$ cat src/rtl/button_debounce_array.sv
// button_debounce_array
//   Debounces N_CH independent push buttons. Each channel synchronises its raw
//   input, qualifies presses and releases with a stable-sample counter and then
//   presents either a debounced level or a one-cycle pulse. In pulse mode the
//   channel can also auto-repeat while the button stays held.
//
// Ports
//   clock_25     : sole clock, all state moves on its rising edge
//   reset        : asynchronous, active-low reset
//   async_button : raw, unsynchronised button levels (active-high), one per channel
//   en_rise      : per channel, 1 = pulse mode, 0 = level mode
//   en_repeat    : per channel auto-repeat enable, only honoured in pulse mode
//   sync_button  : registered debounced output (level or pulse, per mode)
//   pressed      : registered debounced level, independent of mode
//   any_event    : registered OR of every pulse-mode pulse issued this cycle

`timescale 1ns/1ps

module button_debounce_array #(
  parameter int N_CH       = 4,
  parameter int DEB_CYCLES = 1048576,
  parameter int REP_DELAY  = 12500000,
  parameter int REP_PERIOD = 2500000
) (
  input  logic            clock_25,
  input  logic            reset,
  input  logic [N_CH-1:0] async_button,
  input  logic [N_CH-1:0] en_rise,
  input  logic [N_CH-1:0] en_repeat,
  output logic [N_CH-1:0] sync_button,
  output logic [N_CH-1:0] pressed,
  output logic            any_event
);

  localparam logic [1:0] ST_IDLE    = 2'd0;
  localparam logic [1:0] ST_PRESS   = 2'd1;
  localparam logic [1:0] ST_HELD    = 2'd2;
  localparam logic [1:0] ST_RELEASE = 2'd3;

  localparam int REP_MAX = (REP_DELAY > REP_PERIOD) ? REP_DELAY : REP_PERIOD;
  localparam int DEB_W   = $clog2(DEB_CYCLES);
  localparam int REP_W   = $clog2(REP_MAX + 1);

  localparam logic [DEB_W-1:0] DEB_LAST    = DEB_W'(DEB_CYCLES - 1);
  localparam logic [REP_W-1:0] DELAY_LAST  = REP_W'(REP_DELAY - 1);
  localparam logic [REP_W-1:0] PERIOD_LAST = REP_W'(REP_PERIOD - 1);

  // Per-channel pulse requests, gathered for any_event.
  logic [N_CH-1:0] pulse;

  genvar i;
  generate
    for (i = 0; i < N_CH; i++) begin : g_ch
      logic [1:0]       sync_ff;
      logic             s;
      logic [1:0]       state;
      logic [1:0]       next_state;
      logic [DEB_W-1:0] deb_cnt;
      logic [REP_W-1:0] rep_cnt;
      logic             rep_phase;
      logic [REP_W-1:0] rep_target;
      logic             press_fire;
      logic             rep_tick;
      logic             next_pressed;
      logic             pressed_q;
      logic             sync_q;

      assign s = sync_ff[1];

      // The repeat counter first runs out the initial delay, then restarts
      // for every period; rep_phase records which of the two it is timing.
      // A repeat tick only counts while the button is still held this edge.
      always_comb begin
        next_state   = state;
        press_fire   = 1'b0;
        rep_target   = rep_phase ? PERIOD_LAST : DELAY_LAST;
        rep_tick     = (state == ST_HELD) && s && (rep_cnt == rep_target);
        case (state)
          ST_IDLE: begin
            if (s) next_state = ST_PRESS;
          end
          ST_PRESS: begin
            if (!s) begin
              next_state = ST_IDLE;
            end else if (deb_cnt == DEB_LAST) begin
              next_state = ST_HELD;
              press_fire = 1'b1;
            end
          end
          ST_HELD: begin
            if (!s) next_state = ST_RELEASE;
          end
          default: begin
            if (s) begin
              next_state = ST_HELD;
            end else if (deb_cnt == DEB_LAST) begin
              next_state = ST_IDLE;
            end
          end
        endcase
        next_pressed = (next_state == ST_HELD) || (next_state == ST_RELEASE);
        pulse[i]     = en_rise[i] && (press_fire || (en_repeat[i] && rep_tick));
      end

      // Synchroniser, FSM and both counters. The repeat counter is frozen in
      // RELEASE so a release glitch back to HELD resumes the old timing, and
      // it is only restarted by a fresh press or by a repeat boundary.
      always_ff @(posedge clock_25 or negedge reset) begin
        if (!reset) begin
          sync_ff   <= 2'b00;
          state     <= ST_IDLE;
          deb_cnt   <= '0;
          rep_cnt   <= '0;
          rep_phase <= 1'b0;
          pressed_q <= 1'b0;
          sync_q    <= 1'b0;
        end else begin
          sync_ff   <= {sync_ff[0], async_button[i]};
          state     <= next_state;
          pressed_q <= next_pressed;
          sync_q    <= en_rise[i] ? pulse[i] : next_pressed;
          case (state)
            ST_IDLE: begin
              deb_cnt   <= '0;
              rep_cnt   <= '0;
              rep_phase <= 1'b0;
            end
            ST_PRESS: begin
              if (s) begin
                if (deb_cnt == DEB_LAST) begin
                  rep_cnt   <= '0;
                  rep_phase <= 1'b0;
                end else begin
                  deb_cnt <= deb_cnt + 1'b1;
                end
              end
            end
            ST_HELD: begin
              if (!s) begin
                deb_cnt <= '0;
              end else if (rep_tick) begin
                rep_cnt   <= '0;
                rep_phase <= 1'b1;
              end else begin
                rep_cnt <= rep_cnt + 1'b1;
              end
            end
            default: begin
              if (!s && (deb_cnt != DEB_LAST)) begin
                deb_cnt <= deb_cnt + 1'b1;
              end
            end
          endcase
        end
      end

      assign pressed[i]     = pressed_q;
      assign sync_button[i] = sync_q;
    end
  endgenerate

  // One flag per cycle that holds at least one pulse-mode pulse on any channel.
  always_ff @(posedge clock_25 or negedge reset) begin
    if (!reset) begin
      any_event <= 1'b0;
    end else begin
      any_event <= |pulse;
    end
  end

endmodule

$ cat config.mk
export PLATFORM = sky130hd
export DESIGN_NAME = button_debounce_array
export DESIGN_NICKNAME = d
export VERILOG_FILES = /design/src/rtl/button_debounce_array.sv
export SDC_FILE = /design/constraint.sdc
export NUM_CORES = 1
export LEC_CHECK = 0
export BUFFER_PORTS_ARGS = -buffer_cell sky130_fd_sc_hd__buf_4
export CORE_ASPECT_RATIO = 1.1
export CORE_MARGIN = 2
export CORE_UTILIZATION = 60
export CTS_BUF_LIST = sky130_fd_sc_hd__clkbuf_8
export CTS_CLUSTER_DIAMETER = 80
export DETAILED_ROUTE_END_ITERATION = 10
export GPL_ROUTABILITY_DRIVEN = 0
export PLACE_DENSITY = 0.81
export SLEW_MARGIN = 20
export SYNTH_ARGS = -nofsm -noshare
export SYNTH_HDL_FRONTEND = slang
export SYNTH_SLANG_ARGS = --single-unit
$ cat constraint.sdc
create_clock -name clock_25 -period 3.45 [get_ports clock_25]
set_input_delay 0 -clock clock_25 [delete_from_list [all_inputs] [get_ports clock_25]]
set_output_delay 0 -clock clock_25 [all_outputs]
set_load 0.05 [all_outputs]
==> flow_summary.yaml <==
clock_network:
  cts-resized-gates: 0
  cts_buffers: 36
  cts_root_buffer: "clkbuf_8"
  clk_pin_slew_ns: 0.06
  clk_latency_ns: 0.52
  clk_path_buf_depth: 3
  cts_hold_buf: 13
  tritoncts: "done"
  cts_setup_buffers: 0
  clkSinkCount: 205
  htree_levels: 2
worst_hold_path:
  hp-class: "input pin to asynchronous set/reset pin"
drt:
  wl_um: 26700
  detail-route-antenna-nets: 0
  via_per_inst: 6.54
  dr_total_vias: 10500
  wl_per_cell_um: 16.7
  drtIter0Drc: 929
  firstDrtPassIters: 5
  drc: 0
timing:
  rsz0062_at_grt: "no"
  fmax_ghz: 0.315
  fin_crit_ns: 3.18
  report.final.hold_viol_count: 0
  setup_viol: 0
  maxSlewHeadroom_pct: 32.3
  setup_tns_ns: 0
  worstMarginPinSlew_ns: 1.01
  timing.final.ws_setup_ns: 0.271
  finalCritPeriodShare_pct: 92.1
  whs_ns: 0.0614
  slew_violations: 0
  fin_worst_skew_ns: 0.0224
yosys:
  synthTopCellsByArea: "dfrtp_1 (43%), a21oi_1 (4.3%), nand2_1 (4.2%)"
  syn_area_um2: 11800
  synth.distinct_cells: 88
  synth_edf_count: 0
  netlist.area_leader.share_pct: 43.4
  yosys_warnings: 0
  yosys-top-cells-count: "dfrtp_1 (205), nand2_1 (132), a21oi_1 (102)"
  ys_seq_area_share_pct: 43.4
  synth-seq-cells: 205
  synth_most_common_cell: "dfrtp_1"
  synthCells: 1310
  ys.flop_type: "dfrtp_1"
  async_reset_ff_share_pct: 100
  synth_area_leader_cell: "dfrtp_1"
  avgSynthCellArea_um2: 9.02
  synth_nets: 1332
worst_setup_path:
  rrSetupSlack_ns: 0.27
  cp_max_fo: 18
  cp-start-kind: "register"
  crit_chain: "nand2b_1, buf_4, or4b_2, nor4_1, a311oi_1, nand4_1, dlygate4sd3_1"
  max_stage_delay_ns: 0.64
  crit_type: "register to register"
  cp-end-kind: "register"
  required_ns: 3.90
  crit_family: "simple AND/OR/NAND/NOR gates"
  cp_slowest_cell: "or4b_2"
  critPathBufInv: 2
  cp.arrival_ns: 3.63
power_and_ir_drop:
  p_leak_nw: 5.17
  p_per_area_nw_per_um2: 377
  swShare_pct: 23.6
  internal-power_mw: 3.75
  pwr-share-clk_pct: 45.9
  peakVddDrop_uv: 338
  power_frac_seq_pct: 50.0
  power_switching_mw: 1.16
  pwr-share-comb_pct: 4.2
global_route:
  antenna_found_initial: 0
  grt_max_degree: 82
  grt_first_pass_wirelength_um: 45600
  overflow: 0
  grt_pass1_vias: 9733
  grt_usage_pct: 26.4
final_layout:
  fin_area_um2: 13000
  area_delta_synth_final_pct: 10.0
  post-route-util_pct: 67.6
  n_fill_cell: 1510
  diodes: 0
  post_route_cells_drive_above_1_share_pct: 10.0
  nets: 1351
die:
  die-width_um: 138
  io_pins: 23
  die-area_um2: 20800
  core-area_um2: 19200
  rows: 53
  die_height_um: 151
  start_util_pct: 61.4
place:
  numPortBuffers: 22
  place_hpwl_um: 17800
  place_area_um2: 12100
  post-place-ws_ns: 0.663
status:
  status: "finished, final reports clean"
run:
  maxCapViolations: 0
[cells in the final DEF, fill, tap and decap left out, types with 10 or more instances in the layout]
cell type and n:
or3_1 43, buf_4 39, xnor2_1 19, clkbuf_8 50, nor4b_1 10, a31oi_1 12
o21ai_0 72, nand4_1 43, o211ai_1 11, and3_1 28, a22o_1 18, nand3_1 67
nand2_1 132, nor3_1 34, nor2b_1 10, inv_1 37, and4_1 24, a211oi_1 10
and2_1 19, dlygate4sd3_1 13, a21oi_1 101, dfrtp_1 205, nor4_1 19, o31ai_1 47
or4_1 48, nor2_1 77, mux2_2 10
[worst reg2reg max path, cell delays in order (launching register included)]
cell	delay [ns]
dfrtp_1	0.60
nand2b_1	0.25
buf_4	0.21
or4b_2	0.64
nor4_1	0.51
a311oi_1	0.18
nand4_1	0.16
dlygate4sd3_1	0.55
[registers in the layout (all words and copies together) (netlist names)]
| signal | count |
|---|---|
| g_ch.rep_phase | 4 |
| g_ch.state | 8 |
| g_ch.rep_cnt | 96 |
| g_ch.sync_ff | 8 |
| g_ch.deb_cnt | 80 |
| g_ch.pressed_q | 4 |
| any_event | 1 |
| g_ch.sync_q | 4 |
[layout make-up]
cell class	count	area, µm²	area share [%]
sequential	205	5130	39.5
multi-input combinational	1005	6260	48.2
tap	247	309	2.38
inverter	27	101	0.780
timing repair buffer	54	457	3.51
clock buffer	49	674	5.19
clock inverter	15	65.1	0.500
[through the flow]
stage               power (mW)  instances
floorplan                 2.59       1310
global placement          2.68       1525
detailed placement        2.69       1525
CTS                       4.96       1602
global route              5.10       1602
finish                    4.91       1602
[metal layers]
layer,up-vias,wire [µm],global-route usage [%]
met5,-,0,0
met1,5066,12100,36.6
met2,277,12700,43.1
met4,0,586,7.96
met3,61,1270,3.92
li1,5067,-,-
[kinds of logic after synthesis]
family / after synthesis / share of synthesized area (%)
xor gates and xnor gates: 28 / 2.08
buffers and inverters: 100 / 3.68
AOI/OAI and AO/OA: 353 / 19.8
adders and majority gates: 8 / 0.847
and+or+nand+nor: 604 / 29.0
muxes: 12 / 1.12
DFF: 205 / 43.4
[power groups by stage]
stage	Sequential [mW]	Combinational [mW]	Clock [mW]
2_1_floorplan	2.48	0.112	0
3_3_place_gp	2.49	0.193	0
3_5_place_dp	2.49	0.198	0
4_1_cts	2.45	0.206	2.30
5_1_grt	2.45	0.231	2.42
6_report	2.45	0.204	2.25
[path summary, 6_finish.rpt]
| check | start | to | cells after the start |
|---|---|---|---|
| worst max-delay path | g_ch[3].state[0]$_DFF_PN0_ | any_event$_DFF_PN0_ | 7 |
| worst min-delay path | reset | g_ch[3].rep_cnt[5]$_DFFE_PN0P_ | 2 |
| worst max register to register | g_ch[3].state[0]$_DFF_PN0_ | any_event$_DFF_PN0_ | 7 |
| worst min register to register | g_ch[1].sync_ff[0]$_DFF_PN0_ | g_ch[1].sync_ff[1]$_DFF_PN0_ | 0 |
| max in group asynchronous | reset | g_ch[0].deb_cnt[4]$_DFFE_PN0P_ | 3 |
| min in group clock_25 | en_repeat[0] | g_ch[0].sync_q$_DFF_PN0_ | 4 |
(Power assumes the default switching activity.)
